File: config.mk
export PLATFORM = sky130hd
export DESIGN_NAME = mmio_out_fifo
export DESIGN_NICKNAME = d
export VERILOG_FILES = /design/src/rtl/mmio_out_fifo.sv
export SDC_FILE = /design/constraint.sdc
export NUM_CORES = 1
export LEC_CHECK = 0
export ABC_AREA = 0
export BUFFER_PORTS_ARGS = -buffer_cell sky130_fd_sc_hd__buf_2
export CAP_MARGIN = 20
export CORE_MARGIN = 2
export CORE_UTILIZATION = 40
export CTS_BUF_LIST = sky130_fd_sc_hd__clkbuf_8
export DETAILED_ROUTE_END_ITERATION = 10
export SYNTH_ARGS = -nofsm -noshare
export SYNTH_HDL_FRONTEND = slang
export SYNTH_SLANG_ARGS = --single-unit
File: constraint.sdc
create_clock -name clk -period 5.5 [get_ports clk]
set_input_delay 0.275 -clock clk [delete_from_list [all_inputs] [get_ports clk]]
set_output_delay 0.275 -clock clk [all_outputs]
set_load 0.05 [all_outputs]
File: src/rtl/mmio_out_fifo.sv
// Memory-mapped output FIFO: DATA/STATUS/CTRL window drained by a valid/ready stream.
// Optional registered interrupt enabled by defining MMIO_OUT_FIFO_IRQ_EN.
module mmio_out_fifo #(
  parameter logic [31:0] BASE_ADDR = 32'h0000_0100,
  parameter int          DEPTH     = 8,
  parameter int          AW        = 3
) (
  input  logic        clk,
  input  logic        reset,
  input  logic        we,
  input  logic [31:0] address,
  input  logic [31:0] wd,
  output logic [31:0] rd,
  output logic        hit,
  output logic [31:0] out_data,
  output logic        out_valid,
  input  logic        out_ready
`ifdef MMIO_OUT_FIFO_IRQ_EN
  ,
  output logic        irq
`endif
);

  localparam logic [AW:0] FULL_CNT = (AW+1)'(DEPTH);
  localparam logic [AW:0] HALF_CNT = (AW+1)'(DEPTH / 2);

  logic [31:0]   mem [DEPTH];
  logic [AW-1:0] rd_ptr;
  logic [AW-1:0] wr_ptr;
  logic [AW:0]   count;
  logic [AW:0]   count_next;
  logic          ovf;
  logic          ovf_next;
  logic [1:0]    offset;
  logic          empty;
  logic          full;
  logic          pop;
  logic          push;
  logic          wr_data;
  logic          flush;
  logic          ovf_clr;
  logic          ovf_set;
  logic          irq_bit;
  logic [31:0]   status;
  logic [1:0]    unused_addr;

  assign unused_addr = address[1:0];
  assign offset      = address[3:2];
  assign hit         = (address[31:4] == BASE_ADDR[31:4]) && (offset != 2'b11);

  assign empty     = (count == '0);
  assign full      = (count == FULL_CNT);
  assign out_valid = !empty;
  assign out_data  = mem[rd_ptr];

  assign pop     = out_valid & out_ready;
  assign wr_data = we & hit & (offset == 2'b00);
  assign push    = wr_data & (!full | pop);
  assign ovf_set = wr_data & full & !pop;
  assign flush   = we & hit & (offset == 2'b10) & wd[0];
  assign ovf_clr = we & hit & (offset == 2'b10) & wd[1];

  // Flush wins over a same-cycle pop; push cannot coincide with flush.
  always_comb begin
    count_next = count;
    if (flush) begin
      count_next = '0;
    end else begin
      count_next = count + (AW+1)'(push) - (AW+1)'(pop);
    end
  end

  // Overflow beats a same-cycle clear.
  always_comb begin
    ovf_next = ovf;
    if (ovf_set) begin
      ovf_next = 1'b1;
    end else if (ovf_clr) begin
      ovf_next = 1'b0;
    end
  end

  always_ff @(posedge clk) begin
    if (reset) begin
      rd_ptr <= '0;
      wr_ptr <= '0;
      count  <= '0;
      ovf    <= 1'b0;
    end else begin
      count <= count_next;
      ovf   <= ovf_next;
      if (flush) begin
        rd_ptr <= '0;
        wr_ptr <= '0;
      end else begin
        if (pop)  rd_ptr <= rd_ptr + AW'(1);
        if (push) wr_ptr <= wr_ptr + AW'(1);
      end
    end
  end

  always_ff @(posedge clk) begin
    if (push) mem[wr_ptr] <= wd;
  end

`ifdef MMIO_OUT_FIFO_IRQ_EN
  always_ff @(posedge clk) begin
    if (reset) begin
      irq <= 1'b0;
    end else begin
      irq <= (count_next >= HALF_CNT) | ovf_next;
    end
  end
  assign irq_bit = irq;
`else
  logic [AW:0] unused_half;
  assign unused_half = HALF_CNT;
  assign irq_bit     = 1'b0;
`endif

  always_comb begin
    status          = '0;
    status[AW+4:4]  = count;
    status[3]       = irq_bit;
    status[2]       = ovf;
    status[1]       = full;
    status[0]       = empty;
  end

  always_comb begin
    rd = '0;
    if (hit) begin
      unique case (offset)
        2'b00:   rd = empty ? 32'h0 : mem[rd_ptr];
        2'b01:   rd = status;
        default: rd = '0;
      endcase
    end
  end

endmodule

* Word-level counts from Yosys, hierarchy flattened
Memory sizes are Yosys's and may differ from the RTL's. A register that Yosys moved wholly into a read port is not among the register bits.
Index checks and enable logic that the tools add are counted.
W data, S select, Z words.
** Cells by class
- $add $sub $neg :: 4
- Equal/unequal tests :: 5
- Mux-type cells :: 9
- Bitwise operators :: 10
- Reduce and logical (&&, ||, !) cells :: 8
** Operator list (count)
- $mux W32 :: 2
- $pmux W32 S2 :: 1
- $eq A28 B5 Y1 const B :: 1
- $and A1 B1 Y1 :: 9
- $add A3 B1 Y3 const B :: 2
- $mux W3 :: 2
- $add A4 B1 Y4 :: 1
- $eq A4 B4 Y1 const B :: 1
- $logic_not A4 Y1 :: 1
- $mux W1 :: 4
- $sub A4 B1 Y4 :: 1
- $logic_not A1 Y1 :: 3
- $eq A2 B1 Y1 const B :: 1
- $eq A2 B2 Y1 const B :: 1
- $logic_not A2 Y1 :: 1
- $ne A2 B2 Y1 const B :: 1
- $reduce_bool A2 Y1 :: 1
- $reduce_or A2 Y1 :: 1
- $logic_and A1 B1 Y1 :: 1
- $or A1 B1 Y1 :: 1
** Word-level totals
- Register bits after elaboration :: 11
- RAM bits :: 256
- Input bits :: 68
- Output and inout port bits :: 66
- Memories kept :: 1
** Memory list
- mem :: words 8, bits a word 32, rd ports 1, clocked after memory_dff 1, wr ports 1, line 27 : logic [31:0] mem [DEPTH];

* Logic depth before layout (Yosys ltp)
- Depth after elaboration :: 7
- Depth in mapped cells :: 13
- Depth with buffers taken out :: 13

* Worst setup path after synthesis
OpenSTA, ideal clock, no wires.
- Path type :: input port to flip-flop
- Start :: input port address[27]
- End :: memory mem[2][0] (enable)
- Library setup time :: 0.513 ns
- Data arrival time :: 4.724 ns
- Required time :: 4.987 ns
- Path slack :: 0.263 ns
- Cell stages on the path :: 5
- Cells stage by stage :: or4_4 nor2_1 nand4bb_2 buf_2 nor4b_1
** Between the ends
- Word-level cells in the longest chain between the ends :: 7
** Ends and longest elaborated chain
- start: declaration :: line 11 : input logic [31:0] address,
- $eq A28 B5 Y1 :: line 49 : assign hit = (address[31:4] == BASE_ADDR[31:4]) && (offset != 2'b11);
- $logic_and A1 B1 Y1 :: line 49
- $and A1 B1 Y1 (2 in a row) :: line 57 : assign wr_data = we & hit & (offset == 2'b00);
- $and A1 B1 Y1 :: line 58 : assign push = wr_data & (!full | pop);
- $mux W1 :: line 103 : if (push) mem[wr_ptr] <= wd;
- $mux W1 (not written as such) :: line 103
- end: declaration :: line 27
Every way passes these cells.

==> impl_metrics.toml <==
[yosys]
synthMuxAreaShare_pct = 16.1
synthFlopType = "edfxtp_1"
ys_types = 44
synth_compound_area_share_pct = 1.94
syn_nets = 610
ys_async_sr_fraction_pct = 0
yosysWarningCount = 0
synth_fa_ha_area_share_pct = 1.11
synth_edf_count = 256
syn_avg_cell_area_sq_um = 20.3
synth-seq-cells = 270
synth_top_family_by_area = "multiplexers"
synth-seq-area-share_pct = 73.7
synthSimpleGateAreaFrac_pct = 5.21
synth_xor_area_share_pct = 0.405
synthCells = 533
syn-cell-area_sq_um = 10800

[critical_path]
start_kind = "flip-flop"
cp_max_fo = 33
critPathRequiredTime_ns = 5.22
crit_type = "flip-flop to output pin"
crit_arrival_ns = 3.16
cp-end-kind = "output pin"

[timing]
holdWs_ns = 0.0186
fmax_ghz = 0.291
setup_violations = 0
fin_crit_sh_pct = 62.4
maxSlewViolCount = 0
tns_ns = 0
rsz0062_at_grt = "no"
slew_headroom_pct = 30.8
tightest_slew_ns = 1.03
fin_crit_ns = 3.43
hold_violations = 0
clock_skew_ns = 0.0220

[drt]
detail-route-antenna-nets = 0
avgViaCountPerCell = 5.24
top_layer = "met4"
routed-wl-met3_microns = 1160
drt_drc_violations_left = 0
wl_met2_microns = 11700
met1_length_microns = 9700
wl_microns = 23000
drt_first_pass_iters = 7
wl_per_cell_microns = 21.0
initialDrtViolationCount = 370
vias = 5759

[global_route]
grt_max_degree = 41
grt_pass1_wl_microns = 34500
grt_pass1_vias = 6004
track_usage_pct = 16.3
gr-total-overflow = 0
antenna_found_initial = 0

[clocking]
cts_max_path_buffers = 3
clock_latency_ns = 0.56
clk_pin_slew_ns = 0.06
cts_tree = "yes"
h-tree-depth = 2
root_buffer = "clkbuf_8"
cts_buffers = 45
clock-sinks = 270

[place]
gp_congestion = 0.770
portBuffers = 131
dp_hpwl_microns = 13800

[layout]
drive_above_1_share_pct = 40.2
final_common_cell = "edfxtp_1"
layout_common_cells = "256 x edfxtp_1, 131 x buf_2, 54 x mux4_2, 47 x clkbuf_8"
syn2layout_area_growth_pct = 20.3
final_nets = 804

[outcome]
status = "finished clean"

[power_and_ir_drop]
finalPower_mw = 5.17
vdd_drop_max_v = 0.000149
p_leak_nw = 4.54
p_per_area_nw_per_um2 = 398

[flow_run]
drv_cap = 0

[worst_hold_path]
min-delay-path-class = "input port to flip-flop"

[floorplanning]
die_w_microns = 168
die_area_sq_um = 28400
io-pin-count = 134
start_util_pct = 40.5
rows = 60
die_h_microns = 168
coreArea_sq_um = 26700
cells in the mapped netlist, types with 2 or more instances:
| library cell | n | share of area (%) |
|---|---|---|
| dfxtp_1 | 14 | 2.6 |
| inv_1 | 11 | 0.38 |
| buf_1 | 2 | 0.069 |
| nor2b_1 | 2 | 0.12 |
| mux2i_1 | 22 | 2.0 |
| a22oi_1 | 3 | 0.21 |
| buf_4 | 3 | 0.21 |
| nand2b_1 | 2 | 0.12 |
| mux2_2 | 27 | 2.8 |
| a22o_1 | 5 | 0.40 |
| nor4_4 | 4 | 0.79 |
| nor4b_1 | 4 | 0.32 |
| ha_1 | 8 | 0.93 |
| nand3_1 | 3 | 0.14 |
| a21oi_1 | 5 | 0.23 |
| nand2_1 | 6 | 0.21 |
| a221oi_1 | 5 | 0.40 |
| nor3_1 | 2 | 0.093 |
| nor2_1 | 18 | 0.62 |
| nor4_1 | 5 | 0.29 |
| mux4_2 | 54 | 11 |
| and3_1 | 25 | 1.4 |
| buf_2 | 10 | 0.46 |
| edfxtp_1 | 256 | 71 |
| a32o_1 | 2 | 0.19 |
| clkbuf_1 | 13 | 0.45 |
| xor2_1 | 4 | 0.32 |
| and2_1 | 2 | 0.12 |
metrics by stage:
step                area, sq um  instances  setup slack, ns  util [%]
floorplan                 10800        533            0.263         -
global placement          12000        994             2.05      44.7
global route              13000       1098             1.83      48.7
CTS                       13000       1098             1.95      48.7
detailed placement        12000        995             2.05      44.8
finish                    13000       1099             2.07      48.7
what timing repair did:
action                                  CTS  global route
endpoints found under the setup margin    0             0
buffers inserted                          0             0
hold buffers                             26             0
gates resized for setup                   0             0
endpoints found under the hold margin   183             0
worst max-delay path: stages, from the launching register on:
cell	delay, ns
dfxtp_4	0.76
buf_4	0.58
mux4_2	0.56
mux2_2	0.31
and3_1	0.18
buf_2	0.20
final cells by class:
type                            count  area (sq um)
Tap cell                          341           427
Antenna cell                        1          2.50
Sequential cell                   270          7980
Inverter                           11          41.3
Fill cell                        2254         13700
Multi-Input combinational cell    224          2730
Clock inverter                     30           120
Timing Repair Buffer              175          1070
Clock buffer                       47           647
where the power goes:
group / internal (mW) / total (mW) / switching [mW]
registers: 2.28 / 2.38 / 0.106
clock network: 0.782 / 1.52 / 0.739
logic: 0.518 / 1.27 / 0.752
layer usage:
metal	vias up	global-route usage [%]
li1	2590	-
met3	41	3.22
met2	172	28.6
met5	-	0
met4	0	5.13
met1	2956	20.4
flip-flops by register name, summed over array words and instances (netlist names), named ones only:
register and cells:
rd_ptr 3, count 4, wr_ptr 3, ovf 1
mem 256
worst paths after layout:
kind,start,endpoint,slack [ns],depth (start not counted)
worst min-delay path,wd[18],mem[4][18],0.02,1
worst min register to register,rd_ptr[1],flip-flop,0.48,2
worst max-delay path,flip-flop,rd[14],2.07,5
worst max register to register,count[2],mem[0][13],2.20,7
kinds of logic (layout without fill, tap and decap cells):
group	after synthesis	count (layout)
flops	270	270
mux	103	103
simple gates	80	80
buf+inv	39	263
compound gates	27	27
fa+ha+maj	9	9
xor+xnor	5	5
other cells	0	1
Power figures use the tool's default switching activity.
